**src/rtl/fft_pkg.sv**
```systemverilog
// fft_pkg: shared sizing constants and FSM state type for the FFT result unloader.
package fft_pkg;

  localparam int N      = 9;
  localparam int W      = 16;
  localparam int POINTS = 1 << N;

  typedef enum logic [1:0] {
    IDLE  = 2'd0,
    READ  = 2'd1,
    DRAIN = 2'd2
  } state_t;

endpackage

```
**src/rtl/fft_out_fifo.sv**
```systemverilog
// fft_out_fifo: 2-entry FIFO with registered storage, combinational head and occupancy output.
module fft_out_fifo #(
  parameter int WIDTH = 8
) (
  input  logic             clk,
  input  logic             reset_n,
  input  logic             i_push,
  input  logic [WIDTH-1:0] i_data,
  input  logic             i_pop,
  output logic [WIDTH-1:0] o_data,
  output logic             o_valid,
  output logic [1:0]       o_count
);

  logic [WIDTH-1:0] r_mem [2];
  logic             r_wptr;
  logic             r_rptr;
  logic [1:0]       r_count;
  logic             w_pop;
  logic             w_push;

  // A push into a full FIFO is only accepted when the head leaves in the same cycle.
  assign w_pop  = i_pop && (r_count != 2'd0);
  assign w_push = i_push && ((r_count != 2'd2) || w_pop);

  always_ff @(posedge clk or negedge reset_n) begin
    if (!reset_n) begin
      r_mem[0] <= '0;
      r_mem[1] <= '0;
      r_wptr   <= 1'b0;
      r_rptr   <= 1'b0;
      r_count  <= 2'd0;
    end else begin
      if (w_push) begin
        r_mem[r_wptr] <= i_data;
        r_wptr        <= ~r_wptr;
      end
      if (w_pop) begin
        r_rptr <= ~r_rptr;
      end
      if (w_push && !w_pop) begin
        r_count <= r_count + 2'd1;
      end else if (w_pop && !w_push) begin
        r_count <= r_count - 2'd1;
      end
    end
  end

  assign o_data  = r_mem[r_rptr];
  assign o_valid = (r_count != 2'd0);
  assign o_count = r_count;

endmodule

```
**src/rtl/fft_unloader.sv**
```systemverilog
// fft_unloader: streams a completed FFT result RAM out over valid/ready in natural bin order.
// Optional FFT_MAG_EN: out_re carries saturated |re|+|im| and out_im is forced to 0.
module fft_unloader #(
  parameter int N = fft_pkg::N,
  parameter int W = fft_pkg::W
) (
  input  logic         clk,
  input  logic         reset_n,
  input  logic         start,
  output logic         rd_en,
  output logic [N-1:0] rd_addr,
  input  logic [W-1:0] rd_re,
  input  logic [W-1:0] rd_im,
  output logic         out_valid,
  input  logic         out_ready,
  output logic [W-1:0] out_re,
  output logic [W-1:0] out_im,
  output logic [N-1:0] out_idx,
  output logic         out_last,
  output logic         busy,
  output logic         done
);

  import fft_pkg::*;

  localparam int          FW        = 1 + N + 2 * W;
  localparam logic [N-1:0] LAST_ADDR = {N{1'b1}};

  state_t         r_state;
  logic [N-1:0]   r_addr;
  logic [N-1:0]   r_pend_idx;
  logic           r_pend;
  logic           r_done;
  logic [1:0]     w_count;
  logic [2:0]     w_load;
  logic           w_fifo_valid;
  logic           w_pop;
  logic           w_issue;
  logic           w_last_out;
  logic [W-1:0]   w_re;
  logic [W-1:0]   w_im;
  logic [FW-1:0]  w_wdata;
  logic [FW-1:0]  w_rdata;

  // Occupancy after this cycle's pop plus the word landing this cycle must leave room for a new read.
  assign w_pop   = w_fifo_valid && out_ready;
  assign w_load  = {1'b0, w_count} + {2'b00, r_pend} - {2'b00, w_pop};
  assign w_issue = (r_state == READ) && (w_load < 3'd2);

  assign rd_en   = w_issue;
  assign rd_addr = r_addr;

  always_ff @(posedge clk or negedge reset_n) begin
    if (!reset_n) begin
      r_state    <= IDLE;
      r_addr     <= '0;
      r_pend     <= 1'b0;
      r_pend_idx <= '0;
      r_done     <= 1'b0;
    end else begin
      r_pend <= w_issue;
      r_done <= w_pop && w_last_out;
      if (w_issue) begin
        r_pend_idx <= r_addr;
        r_addr     <= r_addr + 1'b1;
      end
      case (r_state)
        IDLE:    if (start) r_state <= READ;
        READ:    if (w_issue && (r_addr == LAST_ADDR)) r_state <= DRAIN;
        DRAIN:   if (w_pop && w_last_out) r_state <= IDLE;
        default: r_state <= IDLE;
      endcase
    end
  end

`ifdef FFT_MAG_EN
  logic [W:0]   w_abs_re;
  logic [W:0]   w_abs_im;
  logic [W+1:0] w_sum;

  // One extra bit keeps |most negative| representable before the saturating add.
  assign w_abs_re = rd_re[W-1] ? ((W+1)'(0) - {rd_re[W-1], rd_re}) : {1'b0, rd_re};
  assign w_abs_im = rd_im[W-1] ? ((W+1)'(0) - {rd_im[W-1], rd_im}) : {1'b0, rd_im};
  assign w_sum    = {1'b0, w_abs_re} + {1'b0, w_abs_im};
  assign w_re     = (w_sum > {3'b000, {(W-1){1'b1}}}) ? {1'b0, {(W-1){1'b1}}} : w_sum[W-1:0];
  assign w_im     = '0;
`else
  assign w_re = rd_re;
  assign w_im = rd_im;
`endif

  assign w_wdata = {(r_pend_idx == LAST_ADDR), r_pend_idx, w_re, w_im};

  fft_out_fifo #(
    .WIDTH (FW)
  ) u_fifo (
    .clk     (clk),
    .reset_n (reset_n),
    .i_push  (r_pend),
    .i_data  (w_wdata),
    .i_pop   (w_pop),
    .o_data  (w_rdata),
    .o_valid (w_fifo_valid),
    .o_count (w_count)
  );

  assign w_last_out = w_rdata[FW-1];
  assign out_valid  = w_fifo_valid;
  assign out_last   = w_last_out;
  assign out_idx    = w_rdata[2*W +: N];
  assign out_re     = w_rdata[W +: W];
  assign out_im     = w_rdata[0 +: W];
  assign busy       = (r_state != IDLE);
  assign done       = r_done;

endmodule

```
**config.mk**
```make
export PLATFORM = sky130hd
export DESIGN_NAME = fft_unloader
export DESIGN_NICKNAME = d
export VERILOG_FILES = /design/src/rtl/fft_pkg.sv /design/src/rtl/fft_out_fifo.sv /design/src/rtl/fft_unloader.sv
export SDC_FILE = /design/constraint.sdc
export NUM_CORES = 1
export LEC_CHECK = 0
export ABC_AREA = 1
export BUFFER_PORTS_ARGS = -buffer_cell sky130_fd_sc_hd__buf_2
export CORE_MARGIN = 1
export CORE_UTILIZATION = 30
export CTS_CLUSTER_SIZE = 28
export DETAILED_ROUTE_END_ITERATION = 10
export GPL_ROUTABILITY_DRIVEN = 0
export SLEW_MARGIN = 40
export SYNTH_ARGS = -nofsm -noshare
export SYNTH_HDL_FRONTEND = slang
export SYNTH_SLANG_ARGS = --single-unit
```
**constraint.sdc**
```tcl
create_clock -name clk -period 2.56 [get_ports clk]
set_input_delay 0.256 -clock clk [delete_from_list [all_inputs] [get_ports clk]]
set_output_delay 0.256 -clock clk [all_outputs]
set_load 0.03 [all_outputs]
```
==> summary.txt <==
Finish
  – Sequential Area: 0.00275 mm²
  – Non-Filler Cell Area, Final: slightly above 0.006 mm²
  – Fraction of final layout cells sized beyond drive strength 1: approximately a quarter
  – Multi-input logic area: 0.00193 mm²
  – Area growth syn-to-layout: 19.6%
  – Nets: 730
  – Number of diodes: 0
  – Fin cells: 914
  – Final design utilization: between 30% and 40%
  – Fillcell total: ~1.8k

STA
  – Final hold viol count: 0
  – Fmax: about 410 MHz
  – Setup violations, final: 0
  – Max Slew Vio Count: 0
  – Fin Clk Skew: between 0.006 and 0.007 ns
  – Least-Margin Pin Slew: 0.632 ns
  – Setup TNS: 0 ns
  – Unrepaired setup endpoints after global routing: no
  – Tmin final: 2.46 ns
  – Slew Limit Headroom: 57.9%
  – Period utilisation layout: a little over nine tenths

Pwr
  – P_leak: ~0.0031 µW
  – Tot Pwr: slightly above 8000 µW
  – Pwr Density: roughly 1300 mW/mm²
  – Worst ir drop on vdd: around 0.0010 V

GRT
  – Initial antenna violation count: 0
  – First-pass GRT wire length: 18.6 mm
  – M1 GR Usage: between 10% and 20%
  – Total gr overflow: 0
  – GRT Max-Usage Layer: met2
  – GR Util met2: a little over a fifth
  – Largest net degree at the start of global routing: 84
  – Tot GR Track Use: between 10% and 20%
  – GRT met3 Usage: around 4.5%
  – Vias in the first global route: roughly 3.8k

Route
  – DRT Pass-1 Iters: 4
  – ANT nets after route: 0
  – DRC Markers: 0
  – Mean routed wirelength per cell: 11.9 µm
  – DRT iter0 DRCs: about 170
  – Via-to-Cell Ratio: between 4 and 5
  – WL final: about 11 mm
  – Routed via count: 3991

Setup path
  – Worst Path Max Fanout: 2
  – Critical Setup Path Class: reg -> out
  – Slowest stage delay, CP: 0.53 ns
  – Kind of start point of the critical path: flip-flop
  – Critical path, cell by cell: inv_2 -> nand2_2 -> nand2_2 -> inv_2 -> ha_4 -> inv_2 -> nand2_2 -> fa_2 -> nand3_2 -> nor2_4 -> buf_6
  – Crit path required time: about 2.3 ns
  – Slowest CP cell: fa_2
  – Crit end category: primary output
  – CP Data Arrival Time: between 2 and 2.5 ns

Die
  – Initial Utilization: between 30 and 40%
  – Num ports: 91
  – Core box area: ~0.017 mm²
  – Die width: between 100 and 150 µm
  – Standard-cell row count: 47
  – Die area: 0.0175 mm²
  – DIE HEIGHT: about 130 µm

Clock network
  – CTS Root Cell: clkbuf_16
  – Buffer depth of the longest clock path: 2
  – Clock transition at path regs: 0.07 ns
  – CTS Buf Count: 9
  – Num Clock Sinks: 110
  – Insertion delay to the later sink of the worst-skew pair: 0.35 ns
  – Clock H-tree levels: 3
  – CTS tree: yes

Yosys
  – Syn. warnings: 0
  – Mapped Cells: 601
  – Count of cell types in the netlist: 25
  – Dominant cell type by area after synthesis: dfrtp_1
  – Syn Nets: around 640
  – Avg Cell Area, Syn: around 8.5 µm²
  – Top FF cell, synth: dfrtp_1
  – EDFF count, synth: 0
  – Seq/Total Area, Yosys: around 54%
  – Ys async rst share: 100%
  – Netlist Area Pre-Place: 0.00509 mm²
  – Top cells by area, synth: dfrtp_1 (54%), nand2_1 (20%), o21ai_2 (5.7%)
  – Yosys reg bits: 110
  – Yosys top cell area share: a little over half
  – Synth top cells by count: nand2_1 (265), dfrtp_1 (110), inv_1 (60)
  – Cell with the most instances after synthesis: nand2_1

Hold path
  – Hold crit path type: in -> reg

Placement
  – Port Buffers: 90
  – Detailed placer's ending HPWL: approximately 7.1 mm
  – Post-place instance area: roughly 0.0057 mm²
  – Placed Instances: approximately 890

Outcome
  – Status: completed

Run
  – Max cap viols: 0
[sequential cells by signal, indices dropped and copies added, names as in the netlist]
| signal | flops |
|---|---|
| u_fifo.r_mem | 84 |
| u_fifo.o_count | 2 |
| r_pend | 1 |
| done | 1 |
| u_fifo.r_rptr | 1 |
| r_pend_idx | 9 |
| r_state | 2 |
| rd_addr | 9 |
| u_fifo.r_wptr | 1 |
[through the flow]
| step | hold slack (ns) | setup slack (ns) |
|---|---|---|
| finish | 0.115 | 0.105 |
| global route | 0.108 | 0.00296 |
| CTS | 0.0945 | 0.000546 |
| detailed placement | 0.259 | 0.0184 |
| global placement | 0.259 | 0.0886 |
| floorplan | -0.0396 | 0.00303 |
[repair_timing]
item	in CTS	in global routing
hold buffers	1	0
hold endpoints to repair	34	0
pin swaps	4	5
resized for setup	11	3
setup endpoints to repair	2	15
setup buffers	6	0
[power breakdown]
group / total [µW] / switching (µW) / internal (µW)
combinational: 4090 / 2730 / 1360
sequential: 2820 / 405 / 2420
clock: 1300 / 624 / 679
total: 8210 / 3760 / 4460
[layer usage]
metal | wire length (µm) | part of all wire, % | vias to the layer above
li1 | - | - | 2025
met1 | 5150 | 47 | 1872
met2 | 5030 | 46 | 82
met3 | 594 | 5.5 | 12
met4 | 120 | 1.1 | 0
met5 | 0 | 0 | -
[final timing paths]
check                                              startpoint                           end  slack (ns)  depth (start not counted)
worst max-delay path            u_fifo.o_count[0]$_DFFE_PN0P_                         rd_en        0.10                         11
min in group asynchronous                             reset_n        rd_addr[2]$_DFFE_PN0P_        0.40                          2
max in group asynchronous                             reset_n     u_fifo.r_rptr$_DFFE_PN0P_        1.41                          3
worst min register to register   u_fifo.r_mem[31]$_DFFE_PN0P_  u_fifo.r_mem[31]$_DFFE_PN0P_        0.47                          2
worst min-delay path                                 rd_re[9]  u_fifo.r_mem[25]$_DFFE_PN0P_        0.12                          3
worst max register to register  u_fifo.o_count[0]$_DFFE_PN0P_        rd_addr[0]$_DFFE_PN0P_        0.26                         13
[cells by family after synthesis]
group / share of synthesized area [%]
simple gates: 22.6
flops: 54.1
compound gates: 11.6
buf+inv: 8.87
xor+xnor: 1.55
fa+ha+maj: 1.38
[layout by cell type, fill, tap and decap left out, drive strengths merged, types with 4 or more instances in the layout]
cell type | Yosys | final
clkinv | 0 | 5
clkbuf | 8 | 11
ha | 4 | 4
dfrtp | 110 | 110
nand2 | 268 | 268
o21ai | 93 | 93
inv | 62 | 62
nand3 | 10 | 10
buf | 21 | 105
xor2 | 6 | 6
nor2 | 13 | 13
[area by class of cell]
class	count	share of cell area [%]
clock buffers	11	3.99
clock inverters	5	0.411
inverters	62	3.82
multi-input cells	400	31.7
flip-flops and latches	110	45.2
well taps	220	4.52
repair buffers	106	10.4
[critical path, delay by kind of cell (launching register included)]
family                   cells  cell delay (ns)
adder cells (fa/ha/maj)      2             0.73
AND/OR/NAND/NOR              5             0.41
flip-flops                   1             0.39
buffers and inverters        4             0.31
Note: power is estimated with default switching activity, not from simulation.
